<file path="config.mk">
export PLATFORM = sky130hd
export DESIGN_NAME = note_decoder_glide
export DESIGN_NICKNAME = d
export VERILOG_FILES = /design/src/rtl/note_decoder_glide.sv
export SDC_FILE = /design/constraint.sdc
export NUM_CORES = 1
export LEC_CHECK = 0
export ABC_AREA = 1
export CORE_MARGIN = 1
export CORE_UTILIZATION = 35
export DETAILED_ROUTE_END_ITERATION = 16
export PLACE_DENSITY_LB_ADDON = 0.2
export SETUP_SLACK_MARGIN = 0.3
export SKIP_CTS_REPAIR_TIMING = 1
export SYNTH_ARGS = -nofsm -noshare
export SYNTH_HDL_FRONTEND = slang
export SYNTH_SLANG_ARGS = --single-unit
</file>
<file path="constraint.sdc">
create_clock -name clk_i -period 6.4 [get_ports clk_i]
set_input_delay 1.6 -clock clk_i [delete_from_list [all_inputs] [get_ports clk_i]]
set_output_delay 1.6 -clock clk_i [all_outputs]
set_load 0.1 [all_outputs]
</file>
<file path="src/rtl/note_decoder_glide.sv">
// Note decoder with octave shift and portamento (glide) toward the selected pitch.
// Latency: accepted key / octave change takes effect at the accepting edge; a glide
// steps every GLIDE_TICKS cycles. Backpressure: key_ready_o is low while gliding.
//
// Ports:
//   clk_i, rst_ni        clock, asynchronous active-low reset
//   key_valid_i/_ready_o key handshake; key_value_i 0-11 = C..B, 12 = rest, 13-15 ignored
//   oct_up_i, oct_dn_i   single-cycle octave requests (saturating, both high = no change)
//   glide_en_i           1 = portamento toward new pitch, 0 = immediate load
//   div_factor_o         divide factor for the tone generator
//   note_active_o        a note (not a rest) is sounding
//   busy_o               a glide is in progress
module note_decoder_glide #(
    parameter int DIV_W       = 16,
    parameter int OCT_MAX     = 3,
    parameter int GLIDE_TICKS = 4,
    parameter int GLIDE_STEP  = 16,
    parameter int DEFAULT_DIV = 128
) (
    input  logic             clk_i,
    input  logic             rst_ni,
    input  logic             key_valid_i,
    input  logic [3:0]       key_value_i,
    output logic             key_ready_o,
    input  logic             oct_up_i,
    input  logic             oct_dn_i,
    input  logic             glide_en_i,
    output logic [DIV_W-1:0] div_factor_o,
    output logic             note_active_o,
    output logic             busy_o
);

    localparam int OCT_W  = (OCT_MAX > 0) ? $clog2(OCT_MAX + 1) : 1;
    localparam int TICK_W = (GLIDE_TICKS > 1) ? $clog2(GLIDE_TICKS) : 1;

    localparam logic [0:0] ST_IDLE  = 1'b0;
    localparam logic [0:0] ST_GLIDE = 1'b1;

    localparam logic [OCT_W-1:0]  OCT_TOP   = OCT_W'(OCT_MAX);
    localparam logic [TICK_W-1:0] TICK_LAST = TICK_W'(GLIDE_TICKS - 1);
    localparam logic [DIV_W-1:0]  STEP      = DIV_W'(GLIDE_STEP);
    localparam logic [DIV_W-1:0]  DIV_RST   = DIV_W'(DEFAULT_DIV);

    logic [0:0]        state_q, state_d;
    logic [DIV_W-1:0]  div_q, div_d;
    logic [OCT_W-1:0]  oct_q, oct_d;
    logic [3:0]        note_q, note_d;
    logic              active_q, active_d;
    logic [TICK_W-1:0] tick_q, tick_d;

    logic              key_acc, acc_note, acc_rest, oct_chg, retarget;
    logic [DIV_W-1:0]  base_ext, target, diff, step_val;

    // Base divide factors at the top octave index, C..B.
    function automatic logic [7:0] base_div(input logic [3:0] n);
        case (n)
            4'd0:    base_div = 8'd240;
            4'd1:    base_div = 8'd227;
            4'd2:    base_div = 8'd214;
            4'd3:    base_div = 8'd202;
            4'd4:    base_div = 8'd190;
            4'd5:    base_div = 8'd180;
            4'd6:    base_div = 8'd170;
            4'd7:    base_div = 8'd160;
            4'd8:    base_div = 8'd151;
            4'd9:    base_div = 8'd143;
            4'd10:   base_div = 8'd135;
            4'd11:   base_div = 8'd127;
            default: base_div = 8'd240;
        endcase
    endfunction

    assign key_ready_o   = (state_q == ST_IDLE);
    assign busy_o        = (state_q == ST_GLIDE);
    assign div_factor_o  = div_q;
    assign note_active_o = active_q;

    assign key_acc  = key_valid_i && key_ready_o;
    assign acc_note = key_acc && (key_value_i < 4'd12);
    assign acc_rest = key_acc && (key_value_i == 4'd12);

    // Saturating octave; simultaneous up and down cancel.
    always_comb begin
        oct_d = oct_q;
        if (oct_up_i && !oct_dn_i && (oct_q != OCT_TOP)) begin
            oct_d = oct_q + OCT_W'(1);
        end else if (oct_dn_i && !oct_up_i && (oct_q != '0)) begin
            oct_d = oct_q - OCT_W'(1);
        end
    end

    assign oct_chg  = (oct_d != oct_q);
    assign note_d   = acc_note ? key_value_i : note_q;
    assign active_d = acc_note ? 1'b1 : (acc_rest ? 1'b0 : active_q);

    // A rest on the same edge as an octave change silences the note, so no retarget.
    assign retarget = acc_note || (oct_chg && active_q && !acc_rest);

    // Target always reflects the post-edge note and octave.
    assign base_ext = {{(DIV_W-8){1'b0}}, base_div(note_d)};
    assign target   = (base_ext << OCT_MAX) >> oct_d;

    // One glide step toward target, clamped so it never overshoots.
    always_comb begin
        diff     = (target > div_q) ? (target - div_q) : (div_q - target);
        step_val = target;
        if (diff > STEP) begin
            step_val = (target > div_q) ? (div_q + STEP) : (div_q - STEP);
        end
    end

    always_comb begin
        state_d = state_q;
        div_d   = div_q;
        tick_d  = tick_q;
        case (state_q)
            ST_IDLE: begin
                if (retarget) begin
                    if (!glide_en_i) begin
                        div_d = target;
                    end else if (target != div_q) begin
                        state_d = ST_GLIDE;
                        tick_d  = '0;
                    end
                end
            end
            ST_GLIDE: begin
                if (!glide_en_i) begin
                    div_d   = target;
                    state_d = ST_IDLE;
                    tick_d  = '0;
                end else if (div_q == target) begin
                    // An octave change can move the target onto the current value.
                    state_d = ST_IDLE;
                    tick_d  = '0;
                end else if (tick_q == TICK_LAST) begin
                    tick_d = '0;
                    div_d  = step_val;
                    if (step_val == target) begin
                        state_d = ST_IDLE;
                    end
                end else begin
                    tick_d = tick_q + TICK_W'(1);
                end
            end
            default: begin
                state_d = ST_IDLE;
                tick_d  = '0;
            end
        endcase
    end

    always_ff @(posedge clk_i or negedge rst_ni) begin
        if (!rst_ni) begin
            state_q  <= ST_IDLE;
            div_q    <= DIV_RST;
            oct_q    <= '0;
            note_q   <= '0;
            active_q <= 1'b0;
            tick_q   <= '0;
        end else begin
            state_q  <= state_d;
            div_q    <= div_d;
            oct_q    <= oct_d;
            note_q   <= note_d;
            active_q <= active_d;
            tick_q   <= tick_d;
        end
    end

endmodule

</file>
==> summary.txt, run 1 <==
Run status
  – Outcome: finished, final reports clean

Routing
  – Final wirelength: 13300 um
  – Final antenna-violating net count: 0
  – Initial DRC Count: between 150 and 200
  – Vias/cell: slightly above 5
  – First-pass DRT Iterations: 4
  – Wire per inst: 14.3 um
  – Total number of vias: 4703
  – Residual DRC: 0

Floorplan
  – CORE AREA: 10900 sq um
  – IO Count: 29
  – Die area: approximately 12000 sq um
  – Row cnt: 38
  – Initial Util: a little over a third
  – Width of the die: between 100 and 150 um
  – Die Height: around 110 um

STA
  – Slew Limit Fails: 0
  – Final setup viols: 0
  – Worst Skew: 0.00419 ns
  – Min Tclk post-route: ~6.1 ns
  – Fmax: around 0.16 GHz
  – Final Hold Fails: 0
  – Crit share post-route: 96.1%
  – Max-slew headroom: about 34%
  – Slew @ Worst Pin: 0.985 ns
  – RSZ-0062 raised after global routing: true
  – Worst hold slack: ~0.56 ns

Placed design
  – Port Buffers: 28
  – Post-DP HPWL: 10600 um
  – Routability cong.: 0.944

GRT
  – Number of global-route vias before repair: approximately 4500
  – GRT Overall Usage: 23.1%
  – GR Overflow Total: 0
  – Global-route wire length before repair: about 21000 um
  – Largest net degree at the start of global routing: 32
  – Initial antenna violation count: 0

Clock network
  – CTS Buf Count: 3
  – Longest Clk Path Bufs: 2
  – H-tree depth: 1
  – Clock sink total: 26
  – Root Driver: clkbuf_16
  – Clock transition at the registers of the reported paths: around 0.07 ns
  – Clk Latency, worst-skew pair: 0.27 ns
  – CTS tree: built

Synth
  – Ys Warns: 0
  – Register area share after synthesis: ~16%
  – Cells after synthesis: about 650
  – Yosys cell types: 41
  – Yosys reg bits: 26
  – Syn Std Cell Area: 3970 sq um
  – Mapped Nets: around 700
  – Synthesized area per cell: around 6 sq um

Setup path
  – Crit Path Class: input pin to flop
  – Worst EP required: 6.55 ns
  – Worst path most repeated cell: nand2_1
  – Arrival @ worst endpoint: approximately 6.3 ns
  – R2R depth: 38
  – WP buf/inv: 5
  – Launching point of the worst reg2reg path: busy_o
  – Worst R2R Setup Slack: around 1.1 ns
  – Max FO, Critical Path: 5
  – Largest delay contributor family on the critical path: simple AND/OR/NAND/NOR gates
  – Slowest-stage cell, CP: ha_4
  – Crit start category: input pin
  – CP Capture Type: flop
  – R2R Path End: busy_o
  – CP max stage delay: 0.31 ns

Final layout
  – # diodes: 0
  – Nets: approximately 840
  – Layout cells sized above 1: between 20% and 30%
  – Area Growth Syn to Fin: 45.2%

Min path
  – Hold Startpoint: note_active_o
  – WHS Path Cells: 2
  – Hold Crit Class: flop to flop
  – Hold worst-path end: note_active_o

Flow run
  – # Max-Cap Violations: 0
cells by family (layout without fill, tap and decap cells):
group / count (synthesis) / count (layout) / share of synthesized area [%]
and+or+nand+nor: 343 / 344 / 40.1
xor gates and xnor gates: 14 / 14 / 3.09
DFF: 26 / 26 / 16.4
buffers and inverters: 119 / 260 / 12.3
AOI/OAI and AO/OA: 109 / 109 / 14.9
adders and majority gates: 40 / 40 / 13.2
registers in the layout (all words and copies together) (netlist names):
name,count
busy_o,1
div_factor_o,16
note_active_o,1
note_q,4
oct_q,2
tick_q,2
through the flow:
stage / util [%] / instance area (sq um) / setup WS [ns] / setup TNS, ns / std cells
after floorplan: - / 4080 / 0.306 / 0 / 651
after global placement: 48.2 / 5280 / -0.360 / -2.01 / 918
after CTS: 49.1 / 5370 / -0.220 / -0.298 / 922
after detailed placement: 48.2 / 5280 / -0.463 / -3.33 / 918
final: 52.7 / 5760 / 0.251 / 0 / 933
after global routing: 52.7 / 5760 / -0.0563 / -0.0563 / 933
cell usage in the layout (no fill, tap or decap), types with 2 or more instances in the layout:
| master | n |
|---|---|
| nor3_1 | 7 |
| fa_1 | 3 |
| o21ai_1 | 17 |
| nand3_4 | 2 |
| nand2_4 | 9 |
| nand3_1 | 64 |
| buf_4 | 116 |
| nand3_2 | 14 |
| xor2_1 | 11 |
| clkbuf_16 | 3 |
| buf_12 | 2 |
| o21ai_2 | 5 |
| dlymetal6s2s_1 | 4 |
| ha_4 | 10 |
| a21oi_1 | 28 |
| or2_2 | 5 |
| nand2_1 | 167 |
| o22ai_1 | 9 |
| o21ai_4 | 3 |
| o21ai_0 | 24 |
| nand4_1 | 10 |
| clkdlybuf4s50_1 | 21 |
| a21oi_2 | 10 |
| xnor2_1 | 3 |
| nor2_1 | 36 |
| nand2_2 | 13 |
| nand3b_1 | 4 |
| dfrtp_1 | 25 |
| ha_1 | 27 |
| inv_2 | 14 |
| nor2_4 | 3 |
| inv_4 | 2 |
| buf_6 | 6 |
| nor2_2 | 6 |
| or2_1 | 2 |
| inv_1 | 88 |
| a211oi_1 | 4 |
worst reg2reg max path: cells and delay by family, from the launching register on:
family	cells	cell delay, ns
simple gates	19	1.75
buf+inv	4	0.33
xor+xnor	1	0.19
compound gates	11	1.62
flops	1	0.52
fa+ha+maj	3	0.82
synth_stat cells, drive strengths merged:
cell | n | area, sq um
nor3 | 8 | 40.0
dfstp | 1 | 26.3
ha | 37 | 463
a21oi | 39 | 199
or2 | 7 | 43.8
o2111ai | 1 | 8.76
o21bai | 1 | 7.51
clkbuf | 3 | 11.3
dfrtp | 25 | 626
o221ai | 1 | 8.76
clkinv | 1 | 3.75
a21boi | 1 | 7.51
o31ai | 1 | 7.51
nand2 | 189 | 747
xnor2 | 3 | 26.3
inv | 104 | 390
o21ai | 49 | 245
o22ai | 9 | 56.3
xor2 | 11 | 96.3
fa | 3 | 60.1
a31oi | 1 | 6.26
nand4 | 10 | 62.6
buf | 11 | 82.6
nand3 | 80 | 475
o21a | 1 | 7.51
nand3b | 4 | 30.0
nor2 | 45 | 194
o211ai | 1 | 7.51
a211oi | 4 | 30.0
layer usage:
layer	share of wire [%]	GRT usage, %	up-vias	wire length [um]
met2	45	37.3	106	6060
met5	0	0	-	0
li1	-	-	2410	-
met1	47	31.5	2159	6220
met3	4.7	2.29	28	620
met4	3.2	8.59	0	424
worst max path at each step:
stage | from | endpoint | slack (ns) | cells after the start
floorplan | key_value_i[2] | busy_o | 0.31 | 40
global placement | key_valid_i | busy_o | -0.36 | 41
detailed placement | key_valid_i | busy_o | -0.46 | 38
CTS | key_valid_i | busy_o | -0.22 | 38
global route | key_valid_i | busy_o | -0.06 | 39
finish | key_value_i[3] | busy_o | 0.25 | 39
area by class of cell:
| cell class | count | area [sq um] |
|---|---|---|
| flip-flops and latches | 26 | 652 |
| repair buffers | 151 | 1260 |
| fillers | 1110 | 5170 |
| multi-input cells | 507 | 3190 |
| well taps | 140 | 175 |
| inverters | 105 | 399 |
| clock buffers | 4 | 88.8 |
Power of run 1 is not shown: default switching activity piles up to over one toggle a cycle in this logic, so the estimate is an artifact.
==> inputs of run 2 (changes only) <==
--- a/config.mk
+++ b/config.mk
@@ -6,6 +6,7 @@
 export NUM_CORES = 1
 export LEC_CHECK = 0
 export ABC_AREA = 1
+export ABC_CLOCK_PERIOD_IN_PS = 6400
 export CORE_MARGIN = 1
 export CORE_UTILIZATION = 35
 export DETAILED_ROUTE_END_ITERATION = 16
==> results of run 2 <==
No change in the layout: final DEF, timing and power equal those of run 1.
Power of run 2 is left out for the same reason.
==> inputs of run 3 (changes only) <==
--- a/config.mk
+++ b/config.mk
@@ -10,6 +10,7 @@
 export CORE_MARGIN = 1
 export CORE_UTILIZATION = 35
 export DETAILED_ROUTE_END_ITERATION = 16
+export GPL_TIMING_DRIVEN = 1
 export PLACE_DENSITY_LB_ADDON = 0.2
 export SETUP_SLACK_MARGIN = 0.3
 export SKIP_CTS_REPAIR_TIMING = 1
==> results of run 3 <==
No change in the layout: final DEF, timing and power equal those of run 1.
Power of run 3 is left out for the same reason.
